## config.mk

```make
export PLATFORM = sky130hd
export DESIGN_NAME = ysyx_25010008_lsu_flat
export DESIGN_NICKNAME = d
export VERILOG_FILES = /design/src/rtl/ysyx_25010008_lsu_if.sv /design/src/rtl/ysyx_25010008_lsu.sv /design/src/flat_wrapper.sv
export SDC_FILE = /design/constraint.sdc
export NUM_CORES = 1
export LEC_CHECK = 0
export CORE_MARGIN = 4
export CORE_UTILIZATION = 44
export CTS_CLUSTER_DIAMETER = 150
export DETAILED_ROUTE_END_ITERATION = 10
export PLACE_DENSITY = 0.9
export RECOVER_POWER = 50
export SETUP_SLACK_MARGIN = 0.15
export SYNTH_ARGS = -nofsm -noshare
export SYNTH_HDL_FRONTEND = slang
export SYNTH_SLANG_ARGS = --single-unit
```

## constraint.sdc

```tcl
create_clock -name clk -period 3.52 [get_ports clk]
set_input_delay 0.704 -clock clk [delete_from_list [all_inputs] [get_ports clk]]
set_output_delay 0.704 -clock clk [all_outputs]
set_load 0.02 [all_outputs]
```

## src/rtl/ysyx_25010008_lsu_if.sv

```systemverilog
// Request/response and AXI-lite-style bus signals of the load/store unit.
// The master modport is the LSU's view; the slave modport is the view of
// the environment (execute stage plus crossbar port).
interface ysyx_25010008_lsu_if;
   logic        req_valid;
   logic        req_ready;
   logic        req_wen;
   logic [31:0] req_addr;
   logic [31:0] req_wdata;
   logic [1:0]  req_size;
   logic        req_signed;

   logic        resp_valid;
   logic        resp_ready;
   logic [31:0] resp_rdata;
   logic        resp_err;

   logic [31:0] araddr;
   logic        arvalid;
   logic        arready;
   logic        rready;
   logic [31:0] rdata;
   logic        rresp;
   logic        rvalid;

   logic [31:0] awaddr;
   logic        awvalid;
   logic        awready;
   logic [31:0] wdata;
   logic [31:0] wstrb;
   logic        wvalid;
   logic        wready;
   logic        bready;
   logic        bresp;
   logic        bvalid;

   modport master (
      input  req_valid, req_wen, req_addr, req_wdata, req_size, req_signed,
      output req_ready,
      output resp_valid, resp_rdata, resp_err,
      input  resp_ready,
      output araddr, arvalid, rready,
      input  arready, rdata, rresp, rvalid,
      output awaddr, awvalid, wdata, wstrb, wvalid, bready,
      input  awready, wready, bresp, bvalid
   );

   modport slave (
      output req_valid, req_wen, req_addr, req_wdata, req_size, req_signed,
      input  req_ready,
      input  resp_valid, resp_rdata, resp_err,
      output resp_ready,
      input  araddr, arvalid, rready,
      output arready, rdata, rresp, rvalid,
      input  awaddr, awvalid, wdata, wstrb, wvalid, bready,
      output awready, wready, bresp, bvalid
   );
endinterface

```

## src/rtl/ysyx_25010008_lsu.sv

```systemverilog
// Load/store unit bus master: one request at a time, word-aligned bus
// address, byte strobes and shifted store data, extended load results,
// bus-response and misalignment errors.
module ysyx_25010008_lsu #(
   parameter bit MISALIGN_ERR = 1'b1
) (
   input  logic                    clk,
   input  logic                    rst,
   ysyx_25010008_lsu_if.master     bus
);

   typedef enum logic [1:0] {S_IDLE, S_RD, S_WR, S_RESP} state_e;

   state_e      state_q, state_d;
   logic [31:0] addr_q, addr_d;
   logic [31:0] wdata_q, wdata_d;
   logic [3:0]  wstrb_q, wstrb_d;
   logic [1:0]  size_q, size_d;
   logic [1:0]  off_q, off_d;
   logic        signed_q, signed_d;
   logic        arvalid_q, arvalid_d;
   logic        awvalid_q, awvalid_d;
   logic        wvalid_q, wvalid_d;
   logic [31:0] rdata_q, rdata_d;
   logic        err_q, err_d;

   logic [1:0]  req_off;
   logic        req_mis;

   // Shift the bus word down to the addressed byte lane and extend.
   function automatic logic [31:0] load_ext(input logic [31:0] raw,
                                            input logic [1:0]  off,
                                            input logic [1:0]  size,
                                            input logic        sgn);
      logic [31:0]        sh;
      logic signed [7:0]  b;
      logic signed [15:0] h;
      sh = raw >> {off, 3'b000};
      b  = sh[7:0];
      h  = sh[15:0];
      case (size)
         2'b00:   load_ext = sgn ? 32'(b) : {24'd0, sh[7:0]};
         2'b01:   load_ext = sgn ? 32'(h) : {16'd0, sh[15:0]};
         default: load_ext = sh;
      endcase
   endfunction

   // Byte-enable pattern for a store; full words always enable all lanes.
   function automatic logic [3:0] strb_gen(input logic [1:0] size,
                                           input logic [1:0] off);
      case (size)
         2'b00:   strb_gen = 4'b0001 << off;
         2'b01:   strb_gen = 4'b0011 << off;
         default: strb_gen = 4'b1111;
      endcase
   endfunction

   assign req_off = bus.req_addr[1:0];
   assign req_mis = ((bus.req_size == 2'b01) && req_off[0]) ||
                    (bus.req_size[1] && (req_off != 2'b00));

   // Next-state and next-register values for the request/bus/response FSM.
   always_comb begin
      state_d   = state_q;
      addr_d    = addr_q;
      wdata_d   = wdata_q;
      wstrb_d   = wstrb_q;
      size_d    = size_q;
      off_d     = off_q;
      signed_d  = signed_q;
      arvalid_d = arvalid_q;
      awvalid_d = awvalid_q;
      wvalid_d  = wvalid_q;
      rdata_d   = rdata_q;
      err_d     = err_q;
      case (state_q)
         S_IDLE: begin
            if (bus.req_valid) begin
               addr_d   = {bus.req_addr[31:2], 2'b00};
               off_d    = req_off;
               size_d   = bus.req_size;
               signed_d = bus.req_signed;
               wdata_d  = bus.req_wdata << {req_off, 3'b000};
               wstrb_d  = strb_gen(bus.req_size, req_off);
               rdata_d  = 32'd0;
               err_d    = 1'b0;
               if (req_mis && MISALIGN_ERR) begin
                  err_d   = 1'b1;
                  state_d = S_RESP;
               end else if (bus.req_wen) begin
                  awvalid_d = 1'b1;
                  wvalid_d  = 1'b1;
                  state_d   = S_WR;
               end else begin
                  arvalid_d = 1'b1;
                  state_d   = S_RD;
               end
            end
         end
         S_RD: begin
            if (arvalid_q && bus.arready) arvalid_d = 1'b0;
            // rready is high throughout, so R may land with AR.
            if (bus.rvalid) begin
               arvalid_d = 1'b0;
               rdata_d   = bus.rresp ? 32'd0 : load_ext(bus.rdata, off_q, size_q, signed_q);
               err_d     = bus.rresp;
               state_d   = S_RESP;
            end
         end
         S_WR: begin
            if (awvalid_q && bus.awready) awvalid_d = 1'b0;
            if (wvalid_q && bus.wready)   wvalid_d  = 1'b0;
            // B only counts once both AW and W completed in earlier cycles.
            if (!awvalid_q && !wvalid_q && bus.bvalid) begin
               rdata_d = 32'd0;
               err_d   = bus.bresp;
               state_d = S_RESP;
            end
         end
         default: begin
            if (bus.resp_ready) state_d = S_IDLE;
         end
      endcase
   end

   // State and registered outputs, cleared by synchronous reset.
   always_ff @(posedge clk) begin
      if (rst) begin
         state_q   <= S_IDLE;
         addr_q    <= 32'd0;
         wdata_q   <= 32'd0;
         wstrb_q   <= 4'd0;
         size_q    <= 2'd0;
         off_q     <= 2'd0;
         signed_q  <= 1'b0;
         arvalid_q <= 1'b0;
         awvalid_q <= 1'b0;
         wvalid_q  <= 1'b0;
         rdata_q   <= 32'd0;
         err_q     <= 1'b0;
      end else begin
         state_q   <= state_d;
         addr_q    <= addr_d;
         wdata_q   <= wdata_d;
         wstrb_q   <= wstrb_d;
         size_q    <= size_d;
         off_q     <= off_d;
         signed_q  <= signed_d;
         arvalid_q <= arvalid_d;
         awvalid_q <= awvalid_d;
         wvalid_q  <= wvalid_d;
         rdata_q   <= rdata_d;
         err_q     <= err_d;
      end
   end

   assign bus.req_ready  = (state_q == S_IDLE) && !rst;
   assign bus.resp_valid = (state_q == S_RESP);
   assign bus.resp_rdata = rdata_q;
   assign bus.resp_err   = err_q;
   assign bus.araddr     = addr_q;
   assign bus.arvalid    = arvalid_q;
   assign bus.rready     = (state_q == S_RD);
   assign bus.awaddr     = addr_q;
   assign bus.awvalid    = awvalid_q;
   assign bus.wdata      = wdata_q;
   assign bus.wstrb      = {28'd0, wstrb_q};
   assign bus.wvalid     = wvalid_q;
   assign bus.bready     = (state_q == S_WR);

endmodule

```

## src/flat_wrapper.sv

```systemverilog
// flat-port wrapper written by rule: the top's interface ports become plain ports
module ysyx_25010008_lsu_flat 
#(
   parameter bit MISALIGN_ERR = 1'b1
)
  (clk, rst, bus_req_valid, bus_req_wen, bus_req_addr, bus_req_wdata, bus_req_size, bus_req_signed, bus_req_ready, bus_resp_valid, bus_resp_rdata, bus_resp_err, bus_resp_ready, bus_araddr, bus_arvalid, bus_rready, bus_arready, bus_rdata, bus_rresp, bus_rvalid, bus_awaddr, bus_awvalid, bus_wdata, bus_wstrb, bus_wvalid, bus_bready, bus_awready, bus_wready, bus_bresp, bus_bvalid);
  ysyx_25010008_lsu_if bus_i ();
  input  logic clk;
  input  logic rst;
  input wire logic [$bits(bus_i.req_valid)-1:0] bus_req_valid;
  input wire logic [$bits(bus_i.req_wen)-1:0] bus_req_wen;
  input wire logic [$bits(bus_i.req_addr)-1:0] bus_req_addr;
  input wire logic [$bits(bus_i.req_wdata)-1:0] bus_req_wdata;
  input wire logic [$bits(bus_i.req_size)-1:0] bus_req_size;
  input wire logic [$bits(bus_i.req_signed)-1:0] bus_req_signed;
  output wire logic [$bits(bus_i.req_ready)-1:0] bus_req_ready;
  output wire logic [$bits(bus_i.resp_valid)-1:0] bus_resp_valid;
  output wire logic [$bits(bus_i.resp_rdata)-1:0] bus_resp_rdata;
  output wire logic [$bits(bus_i.resp_err)-1:0] bus_resp_err;
  input wire logic [$bits(bus_i.resp_ready)-1:0] bus_resp_ready;
  output wire logic [$bits(bus_i.araddr)-1:0] bus_araddr;
  output wire logic [$bits(bus_i.arvalid)-1:0] bus_arvalid;
  output wire logic [$bits(bus_i.rready)-1:0] bus_rready;
  input wire logic [$bits(bus_i.arready)-1:0] bus_arready;
  input wire logic [$bits(bus_i.rdata)-1:0] bus_rdata;
  input wire logic [$bits(bus_i.rresp)-1:0] bus_rresp;
  input wire logic [$bits(bus_i.rvalid)-1:0] bus_rvalid;
  output wire logic [$bits(bus_i.awaddr)-1:0] bus_awaddr;
  output wire logic [$bits(bus_i.awvalid)-1:0] bus_awvalid;
  output wire logic [$bits(bus_i.wdata)-1:0] bus_wdata;
  output wire logic [$bits(bus_i.wstrb)-1:0] bus_wstrb;
  output wire logic [$bits(bus_i.wvalid)-1:0] bus_wvalid;
  output wire logic [$bits(bus_i.bready)-1:0] bus_bready;
  input wire logic [$bits(bus_i.awready)-1:0] bus_awready;
  input wire logic [$bits(bus_i.wready)-1:0] bus_wready;
  input wire logic [$bits(bus_i.bresp)-1:0] bus_bresp;
  input wire logic [$bits(bus_i.bvalid)-1:0] bus_bvalid;
  assign bus_i.req_valid = bus_req_valid;
  assign bus_i.req_wen = bus_req_wen;
  assign bus_i.req_addr = bus_req_addr;
  assign bus_i.req_wdata = bus_req_wdata;
  assign bus_i.req_size = bus_req_size;
  assign bus_i.req_signed = bus_req_signed;
  assign bus_req_ready = bus_i.req_ready;
  assign bus_resp_valid = bus_i.resp_valid;
  assign bus_resp_rdata = bus_i.resp_rdata;
  assign bus_resp_err = bus_i.resp_err;
  assign bus_i.resp_ready = bus_resp_ready;
  assign bus_araddr = bus_i.araddr;
  assign bus_arvalid = bus_i.arvalid;
  assign bus_rready = bus_i.rready;
  assign bus_i.arready = bus_arready;
  assign bus_i.rdata = bus_rdata;
  assign bus_i.rresp = bus_rresp;
  assign bus_i.rvalid = bus_rvalid;
  assign bus_awaddr = bus_i.awaddr;
  assign bus_awvalid = bus_i.awvalid;
  assign bus_wdata = bus_i.wdata;
  assign bus_wstrb = bus_i.wstrb;
  assign bus_wvalid = bus_i.wvalid;
  assign bus_bready = bus_i.bready;
  assign bus_i.awready = bus_awready;
  assign bus_i.wready = bus_wready;
  assign bus_i.bresp = bus_bresp;
  assign bus_i.bvalid = bus_bvalid;
  ysyx_25010008_lsu #(.MISALIGN_ERR(MISALIGN_ERR)) u_core (.clk(clk), .rst(rst), .bus(bus_i));
endmodule
```

==> summary.md, run 1 <==
| Metric | Value |
|---|---|
| Post-route ant nets | `0` |
| Worst setup EP type | `register` |
| CTS Buf Count | `9` |
| Buffers on Ports | `246` |
| Failing checks | `capacitance limit, slew limit` |
| Post-synthesis sequential area ratio | `between 30% and 40%` |
| Final period util | `between 80% and 90%` |
| Clk_lat worst skew | `about 350 ps` |
| Routed via count | `between 5,000 and 6,000` |
| Nets | `942` |
| Yosys reg bits | `109` |
| Clk sinks | `109` |
| Core Box Area | `12,100 µm²` |
| Total GRT Usage | `about a quarter` |
| Die Y-Extent | `roughly 120 µm` |
| Tmin final | `roughly 2800 ps` |
| CTS root buf | `clkbuf_16` |
| Power Density | `roughly 580 nW/µm²` |
| Crit Path Category | `in2reg` |
| Syn Inst Count | `637` |
| Final wirelength | `~18 mm` |
| Gpl congestion | `just under 0.9` |
| Max-capacitance violation count | `1` |
| # IOs | `279` |
| WL/cell | `17.9 µm` |
| Die ar. | `roughly 14,000 µm²` |
| Leakage dissipation | `3.19 nW` |
| Crit-path slowest cell | `clkbuf_2` |
| Layout area overhead | `46.1%` |
| Gr ovfl total | `0` |
| Top cell type's share of synthesized area | `about two fifths` |
| Largest fanout on the critical path | `73` |
| Synthesized area | `~5500 µm²` |
| Crit path largest cell delay | `about 1100 ps` |
| VDD IR max | `slightly above 0.3 mV` |
| Vias in the first global route | `between 5,000 and 6,000` |
| Fin. Hold Viols | `0` |
| Hold crit path type | `reg2reg` |
| Pins Over Slew Limit | `74` |
| Synth area leader | `dfxtp_1` |
| Largest net degree at the start of global routing | `74` |
| Worst-path cell chain | `dlygate4sd3_1, nand2_1, clkbuf_2, nor2_1, a31oi_1, a311oi_1` |
| Status | `complete, but fails checks` |
| Design Power | `4.64 mW` |
| Worst-margin pin slew | `1520 ps` |
| Filler cell count | `a little under 1,000` |
| Final setup fails | `0` |
| Initial Util | `roughly 45%` |
| Achievable Freq | `353 MHz` |
| Cts-stage hold buffer count | `0` |
| Worst slack, placed | `~700 ps` |
| First-pass DRT Iterations | `6` |
| Die X-Extent | `around 120 µm` |
| Antenna diode count | `0` |
| CTS tree | `yes` |
| Drt via density | `~5.4` |
| First-pass GRT wire length | `27.7 mm` |
| Yosys warning count | `0` |
| Skew final | `between 7 and 8 ps` |
| Htree depth | `3` |
| Final setup TNS | `0 ps` |
| Worst slew margin | `-1.11%` |
| WP data arrival | `between 3000 and 4000 ps` |
| Detailed placement HPWL | `about 13 mm` |
| Yosys cell types | `47` |
| Post-route setup slack | `685 ps` |
| Synthesized area per cell | `between 8 and 9 µm²` |
| 1st-iter DRT viols | `between 400 and 500` |
| Row cnt | `40` |
| CP Data Required Time | `between 3000 and 4000 ps` |
| CTS-repair resized insts | `0` |
| Residual DRC count | `0` |
| Antenna violations before repair | `0` |
| Post-CTS setup buffer count | `0` |
| RSZ-0062 raised after global routing | `false` |
| Critical Path Start Type | `input port` |
| Share of cells above drive strength 1 | `slightly below 8%` |
| CTS max path bufs | `2` |
| Clock-pin slew on the worst setup and hold paths | `~70 ps` |
| Top post-synthesis cells by area | `dfxtp_1 (40%), buf_4 (8.6%), nand2_1 (7.0%)` |
final timing paths:
check	from	end	slack, ps	cells after the start
worst max-delay path	bus_req_valid	u_core.bus.awvalid$_SDFFE_PP0P_	680	6
worst min-delay path	u_core.bus.wdata[24]$_SDFFE_PP0P_	u_core.bus.wdata[24]$_SDFFE_PP0P_	460	2
worst max register to register	u_core.state_q[0]$_SDFFE_PP0P_	u_core.bus.awvalid$_SDFFE_PP0P_	840	7
worst min register to register	u_core.bus.wdata[24]$_SDFFE_PP0P_	u_core.bus.wdata[24]$_SDFFE_PP0P_	460	2
layout make-up:
| class | count | area, µm² | area share (%) |
|---|---|---|---|
| multi-input combinational | 443 | 2730 | 34.1 |
| timing repair buffer | 257 | 2540 | 31.8 |
| sequential | 109 | 2180 | 27.3 |
| clock buffer | 10 | 239 | 2.99 |
| tap | 168 | 210 | 2.63 |
| clock inverter | 6 | 71.3 | 0.892 |
| inverter | 7 | 26.3 | 0.329 |
placed cells by master (no fill, tap or decap), drive strengths merged, types with 3 or more instances in the layout:
master	instances
clkdlybuf4s50	129
dlygate4sd3	116
dfxtp	109
nand2	102
a21oi	58
nor2	50
conb	32
a22oi	25
mux2	23
mux2i	19
nor3	16
a31oi	13
o211ai	12
buf	11
clkbuf	11
nand3	10
a221oi	9
nand3b	8
a32oi	8
a211oi	8
inv	8
o21ai	7
o31ai	7
mux4	7
nor2b	5
ha	4
nand2b	3
worst max-delay path: cells and delay by family:
kind	cells	cell delay (ps)
AND/OR/NAND/NOR	2	270
buffers and inverters	2	1730
AO/OA/AOI/OAI	2	300
where the power goes:
group | switching [mW] | internal [mW] | total [mW]
registers | 0.132 | 1.41 | 1.54
clock network | 0.486 | 0.577 | 1.06
logic | 1.23 | 0.808 | 2.04
total | 1.85 | 2.79 | 4.64
cell usage after synthesis (all sizes together):
cell / n
a32oi: 8
and3: 1
buf: 82
nand3: 10
or4b: 1
a21oi: 58
or2: 1
a2111o: 1
nand4: 1
o31ai: 7
nor4: 1
nand2b: 3
o2111ai: 1
a2111oi: 2
or3b: 1
nor2: 50
nor2b: 5
mux4: 7
a311oi: 2
a211oi: 8
a221oi: 9
and2: 1
o21ai: 7
mux2i: 19
o211ai: 12
o221ai: 1
a211o: 1
nor3: 16
mux2: 23
conb: 1
a31oi: 13
a22oi: 25
nand3b: 8
ha: 4
nor3b: 2
clkbuf: 27
nand2: 102
dfxtp: 109
inv: 7
stage by stage:
stage / util [%] / hold slack (ps) / cells / instance area, µm²
5_1_grt: 66.0 / 485 / 1000 / 8000
6_report: 66.0 / 456 / 1000 / 8000
3_3_place_gp: 63.5 / 440 / 984 / 7690
3_5_place_dp: 63.5 / 449 / 984 / 7690
2_1_floorplan: - / 453 / 668 / 5590
4_1_cts: 66.1 / 461 / 1000 / 8000
cells by family after synthesis:
| logic type | after synthesis | share of synthesized area [%] |
|---|---|---|
| AOI/OAI and AO/OA | 155 | 19.1 |
| adders and majority gates | 4 | 0.914 |
| buffers and inverters | 116 | 12.5 |
| DFF | 109 | 39.9 |
| muxes | 49 | 11.1 |
| other | 1 | 0.0685 |
| and+or+nand+nor | 203 | 16.5 |
metal layers:
layer / vias to the layer above / share of wire [%] / global-route usage (%)
li1: 2550 / - / -
met4: 0 / 2.3 / 8.16
met5: - / 0 / 0
met1: 2541 / 40 / 29.6
met2: 258 / 49 / 40.0
met3: 30 / 8.7 / 6.93
flip-flops by register name (all words and copies together), names as in the netlist, 2 cells and up:
name,flops
u_core.bus.wdata,32
u_core.bus.resp_rdata,32
u_core.off_q,2
u_core.state_q,2
u_core.bus.araddr,30
u_core.size_q,2
u_core.wstrb_q,4
(Power assumes the default switching activity.)
==> run 2: changes to the inputs <==
--- a/config.mk
+++ b/config.mk
@@ -6,10 +6,10 @@
 export NUM_CORES = 1
 export LEC_CHECK = 0
 export CORE_MARGIN = 4
-export CORE_UTILIZATION = 44
+export CORE_UTILIZATION = 37
 export CTS_CLUSTER_DIAMETER = 150
 export DETAILED_ROUTE_END_ITERATION = 10
-export PLACE_DENSITY = 0.9
+export PLACE_DENSITY = 0.81
 export RECOVER_POWER = 50
 export SETUP_SLACK_MARGIN = 0.15
 export SYNTH_ARGS = -nofsm -noshare
==> constraint.sdc (replaced) <==
create_clock -name clk -period 2.5 [get_ports clk]
set_input_delay 0.5 -clock clk [delete_from_list [all_inputs] [get_ports clk]]
set_output_delay 0.5 -clock clk [all_outputs]
set_load 0.02 [all_outputs]
==> summary.md, run 2 (synthesized netlist as in run 1, its figures left out) <==
| Metric | Value |
|---|---|
| Final setup fails | `0 (unchanged)` |
| Crit Path Category | `reg2out` |
| Worst-margin pin slew | `702 ps (-815 ps)` |
| Tmin final | `roughly 2300 ps` |
| Initial Util | `37.7% (-7.5 points)` |
| Critical Path Start Type | `register` |
| FF/Latch Area | `2180 µm² (unchanged)` |
| Die X-Extent | `130 µm (+8.4%)` |
| First-pass GRT wire length | `27.3 mm (-1.4%)` |
| Clk_lat worst skew | `350 ps (about the same)` |
| CTS tree | `yes` |
| Combinational share of power | `46.0% (+2.0 points)` |
| # IOs | `279 (unchanged)` |
| Dpl cells | `1,011 (+2.7%)` |
| Post-Layout Cell Count | `1,027 (+2.7%)` |
| Achievable Freq | `roughly 440 MHz` |
| Post-route setup slack | `219 ps (-466 ps)` |
| Buffers on Ports | `246 (unchanged)` |
| Post-route ant nets | `0 (unchanged)` |
| 1st-iter DRT viols | `376 (-10%)` |
| RSZ-0062 raised after global routing | `true` |
| Filler cell count | `1,305 (+31%)` |
| Post-CTS setup buffer count | `0 (unchanged)` |
| Pins Over Slew Limit | `0 (-100%)` |
| Row cnt | `44 (+10%)` |
| Antenna diode count | `0 (unchanged)` |
| CTS root buf | `clkbuf_16` |
| Antenna violations before repair | `0 (unchanged)` |
| Hold crit path type | `reg2reg` |
| Total GRT Usage | `20.3% (-3.6 points)` |
| First-pass DRT Iterations | `5 (-1)` |
| Share of cells above drive strength 1 | `8.66% (+0.97 points)` |
| Leakage dissipation | `3.13 nW (-2.0%)` |
| Htree depth | `3 (unchanged)` |
| NetSw | `2.59 mW (+40%)` |
| Cts-stage hold buffer count | `0 (unchanged)` |
| Gr ovfl total | `0 (unchanged)` |
| Design Power | `6.65 mW (+43%)` |
| Sequential power share | `32.4% (-0.7 points)` |
| Area of the multi-input gates | `2730 µm² (about the same)` |
| Worst setup EP type | `output port` |
| Gpl congestion | `0.840 (-3.5%)` |
| WL/cell | `17.4 µm (-2.8%)` |
| Core Box Area | `14,500 µm² (+20%)` |
| Nets | `953 (+1.2%)` |
| Residual DRC count | `0 (unchanged)` |
| Clk sinks | `109 (unchanged)` |
| Fin. Hold Viols | `0 (unchanged)` |
| CTS-repair resized insts | `2 (+2)` |
| Flop-to-flop setup slack | `420 ps (-420 ps)` |
| Final wirelength | `17.8 mm (-0.16%)` |
| Largest net degree at the start of global routing | `117 (+58%)` |
| Worst slew margin | `53.0% (+54 points)` |
| Power Density | `815 nW/µm² (+40%)` |
| Status | `finished, final reports clean` |
| CTS max path bufs | `2 (unchanged)` |
| Drt via density | `5.26 (-2.2%)` |
| WP data arrival | `1780 ps (-1260 ps)` |
| Die Y-Extent | `130 µm (+8.4%)` |
| Largest fanout on the critical path | `10 (-86%)` |
| Detailed placement HPWL | `13.1 mm (+0.14%)` |
| CP Data Required Time | `2000 ps (-1720 ps)` |
| Clock network power share | `21.6% (-1.3 points)` |
| Vias in the first global route | `5,226 (+1.3%)` |
| Final setup TNS | `0 ps (unchanged)` |
| Most common cell after layout, fill and taps aside | `clkdlybuf4s50_1` |
| Commonest cells after routing, fill and taps aside | `clkdlybuf4s50_1 (177), dfxtp_1 (109), nand2_1 (102)` |
| Layout area overhead | `49.0%` |
| VDD IR max | `0.418 mV (+35%)` |
| Switching part of the total | `39.0% (-0.86 points)` |
| Routed via count | `5,403 (+0.45%)` |
| Internal Pwr Total | `4.06 mW (+45%)` |
| Final period util | `between 90 and 100%` |
| Skew final | `10.4 ps (+2.98 ps)` |
| CTS Buf Count | `9 (unchanged)` |
| Worst slack, placed | `-66.8 ps (-773 ps)` |
| Clock-pin slew on the worst setup and hold paths | `70 ps (about the same)` |
| Die ar. | `16,800 µm² (+18%)` |
| Max-capacitance violation count | `0 (-1)` |
run 2: cell types whose count changed in the layout (fill, tap and decap cells not counted), sizes merged:
cell and change:
clkbuf +2, buf +10, clkdlybuf4s50 +48, clkinv -1, dlygate4sd3 -49, dlymetal6s2s +1
run 2: metal layers:
layer	global-route usage, %	share of wire, %	vias up
li1	-	-	2567
met1	24.8	39	2515
met2	33.2	47	283
met3	6.43	11	38
met4	8.31	3.0	0
met5	0	0	-
run 2: worst paths after layout:
kind | end | cells after the start | start
worst max register to register | u_core.bus.resp_rdata[17]$_SDFFE_PP0P_ | 7 | u_core.state_q[0]$_SDFFE_PP0P_
worst max-delay path | bus_bready | 3 | u_core.state_q[0]$_SDFFE_PP0P_
worst min-delay path | u_core.bus.resp_err$_SDFFE_PP0P_ | 2 | u_core.bus.resp_err$_SDFFE_PP0P_
worst min register to register | u_core.bus.resp_err$_SDFFE_PP0P_ | 2 | u_core.bus.resp_err$_SDFFE_PP0P_
run 2: cell type report:
class,count,area share (%)
repair buffers,268,33.1
multi-input cells,443,33.5
inverters,7,0.322
flip-flops and latches,109,26.8
well taps,184,2.82
clock inverters,5,0.721
clock buffers,11,2.85
run 2: metrics by stage:
step           area [µm²]  util, %  hold WS [ps]
6_report             8160     56.1           453
5_1_grt              8160     56.1           489
4_1_cts              8160     56.2           459
3_3_place_gp         7870     54.1           442
3_5_place_dp         7870     54.1           449
2_1_floorplan        5590        -           453
run 2: worst max-delay path, cell delays in order, from the launching register on:
cell and delay [ps]:
dfxtp_1 340, inv_1 90, ha_2 340, clkdlybuf4s50_1 660
run 2: power by group through the flow:
stage,combinational [mW],clock (mW),sequential (mW)
after floorplan,1.69,0,2.41
after global placement,3.09,0,2.19
after detailed placement,3.13,0,2.20
after CTS,3.15,1.48,2.16
after global routing,3.32,1.55,2.18
final,3.06,1.44,2.15
==> run 3: changes to the inputs <==
--- a/config.mk
+++ b/config.mk
@@ -7,6 +7,7 @@
 export LEC_CHECK = 0
 export CORE_MARGIN = 4
 export CORE_UTILIZATION = 37
+export CTS_BUF_LIST = sky130_fd_sc_hd__clkbuf_8
 export CTS_CLUSTER_DIAMETER = 150
 export DETAILED_ROUTE_END_ITERATION = 10
 export PLACE_DENSITY = 0.81
==> summary.md, run 3 (synthesized netlist as in run 1, its figures left out) <==
| Metric | Value |
|---|---|
| Status | `finished, final reports clean` |
| RSZ-0062 raised after global routing | `false` |
| Nets | `953 (unchanged)` |
| VDD IR max | `0.421 mV (+0.70%)` |
| Die ar. | `16,800 µm² (unchanged)` |
| Routed via count | `5,335 (-1.3%)` |
| Clk_lat worst skew | `370 ps (+20 ps)` |
| CP Data Required Time | `2000 ps (about the same)` |
| Gpl congestion | `0.840 (unchanged)` |
| Max-capacitance violation count | `0 (unchanged)` |
| # IOs | `279 (unchanged)` |
| Post-layout util | `55.5% (-0.65 points)` |
| Crit-path slowest cell | `clkdlybuf4s50_1` |
| Hold_ws | `458 ps (+4.98 ps)` |
| WL/cell | `17.3 µm (-0.50%)` |
| Leakage dissipation | `3.09 nW (-1.3%)` |
| Fin. Hold Viols | `0 (unchanged)` |
| Skew final | `16.7 ps (+6.33 ps)` |
| CTS max path bufs | `2 (unchanged)` |
| Commonest cells after routing, fill and taps aside | `clkdlybuf4s50_1 (178), dfxtp_1 (109), nand2_1 (102)` |
| CTS root buf | `clkbuf_8` |
| Buffers on Ports | `246 (unchanged)` |
| First-pass GRT wire length | `27.1 mm (-0.68%)` |
| Detailed placement HPWL | `13.1 mm (unchanged)` |
| CTS Buf Count | `9 (unchanged)` |
| WP data arrival | `1750 ps (-30 ps)` |
| Total GRT Usage | `20.1% (-0.23 points)` |
| Hold crit path type | `reg2reg` |
| Largest fanout on the critical path | `5 (-5)` |
| Share of cells above drive strength 1 | `8.90% (+0.24 points)` |
| Worst setup EP type | `output port` |
| Gr ovfl total | `0 (unchanged)` |
| 1st-iter DRT viols | `330 (-12%)` |
| Pins Over Slew Limit | `0 (unchanged)` |
| Filler cell count | `1,315 (+0.77%)` |
| Row cnt | `44 (unchanged)` |
| Clock-pin slew on the worst setup and hold paths | `110 ps (+40 ps)` |
| First-pass DRT Iterations | `5 (unchanged)` |
| Die X-Extent | `130 µm (unchanged)` |
| Drt via density | `5.19 (-1.3%)` |
| Achievable Freq | `444 MHz (+1.3%)` |
| Crit Path Category | `reg2out` |
| Final wirelength | `17.8 mm (-0.50%)` |
| Final setup TNS | `0 ps (unchanged)` |
| Initial Util | `37.7% (unchanged)` |
| Power Density | `782 nW/µm² (-4.1%)` |
| Largest net degree at the start of global routing | `117 (unchanged)` |
| CTS tree | `yes` |
| Worst slack, placed | `-66.8 ps (unchanged)` |
| Post-route ant nets | `0 (unchanged)` |
| CP top delay family | `buffers and inverters` |
| Antenna diode count | `0 (unchanged)` |
| Die Y-Extent | `130 µm (unchanged)` |
| Core Box Area | `14,500 µm² (unchanged)` |
| Worst-path cell chain | `ha_1, clkdlybuf4s50_1` |
| FF/Latch Area | `2180 µm² (unchanged)` |
| Worst-margin pin slew | `708 ps (+5.87 ps)` |
| Most common cell after layout, fill and taps aside | `clkdlybuf4s50_1` |
| Htree depth | `3 (unchanged)` |
| Post-route setup slack | `248 ps (+28.8 ps)` |
| Worst slew margin | `52.6% (-0.39 points)` |
| Post-CTS setup buffer count | `0 (unchanged)` |
| Final setup fails | `0 (unchanged)` |
| Area of the multi-input gates | `2740 µm² (+0.46%)` |
| Final period util | `90.1% (-1.2 points)` |
| Residual DRC count | `0 (unchanged)` |
| Layout area overhead | `47.2%` |
| Tmin final | `2250 ps (-28.8 ps)` |
| Crit path largest cell delay | `650 ps (about the same)` |
| Clk sinks | `109 (unchanged)` |
| WP buf/inv | `1 (-1)` |
| Antenna violations before repair | `0 (unchanged)` |
| Critical Path Start Type | `register` |
| Vias in the first global route | `5,191 (-0.67%)` |
==> run 3: cell count changes in the layout (fill, tap and decap cells not counted) <==
cell,before,now
buf_12,6,5
buf_4,15,17
clkbuf_1,3,0
clkbuf_16,9,0
clkbuf_2,1,0
clkbuf_4,0,1
clkbuf_8,0,9
clkdlybuf4s50_1,177,178
dlygate4sd3_1,67,66
ha_1,3,2
ha_4,0,1
inv_1,5,7
==> run 3: metal layers <==
metal,track usage (%),part of all wire (%),up-vias,wire (µm)
met3,6.31,10,27,1800
met1,24.5,40,2495,7050
met5,0,0,-,0
met2,33.6,48,245,8510
met4,6.72,2.3,0,403
li1,-,-,2568,-
==> run 3: final timing paths <==
path / startpoint / cells after the start / endpoint / slack [ps]
worst max-delay path: u_core.state_q[1]$_SDFFE_PP0P_ / 2 / bus_resp_valid / 250
worst min-delay path: u_core.bus.resp_err$_SDFFE_PP0P_ / 2 / u_core.bus.resp_err$_SDFFE_PP0P_ / 460
worst max register to register: u_core.state_q[0]$_SDFFE_PP0P_ / 7 / u_core.bus.resp_rdata[22]$_SDFFE_PP0P_ / 390
worst min register to register: u_core.bus.resp_err$_SDFFE_PP0P_ / 2 / u_core.bus.resp_err$_SDFFE_PP0P_ / 460
==> run 3: cell type report <==
cell class	instances	share of cell area, %
clock inverters	7	0.823
flip-flops and latches	109	27.1
multi-input cells	443	34.0
repair buffers	268	33.4
well taps	184	2.86
clock buffers	9	1.54
inverters	7	0.326
==> run 3: power by group <==
part           switching (mW)  internal, mW
clock                   0.615         0.459
combinational            1.77          1.30
sequential              0.174          1.98
total                    2.56          3.74
==> run 3: through the flow <==
step | cells | power (mW) | instance area, µm²
after global placement | 1011 | 5.27 | 7870
after floorplan | 668 | 4.10 | 5590
after CTS | 1027 | 6.43 | 8060
after detailed placement | 1011 | 5.32 | 7870
final | 1027 | 6.30 | 8060
after global routing | 1027 | 6.69 | 8060
==> run 3: worst min-delay path, stage by stage, from the launching register on <==
cell	delay, ps
dfxtp_1	320
nand2_1	50
a21oi_1	50
==> run 3: what timing repair did <==
item                                    in CTS  in global routing
endpoints found under the setup margin       2                  3
hold buffers                                 0                  0
resized for setup                            2                  3
endpoints found under the hold margin        0                  0
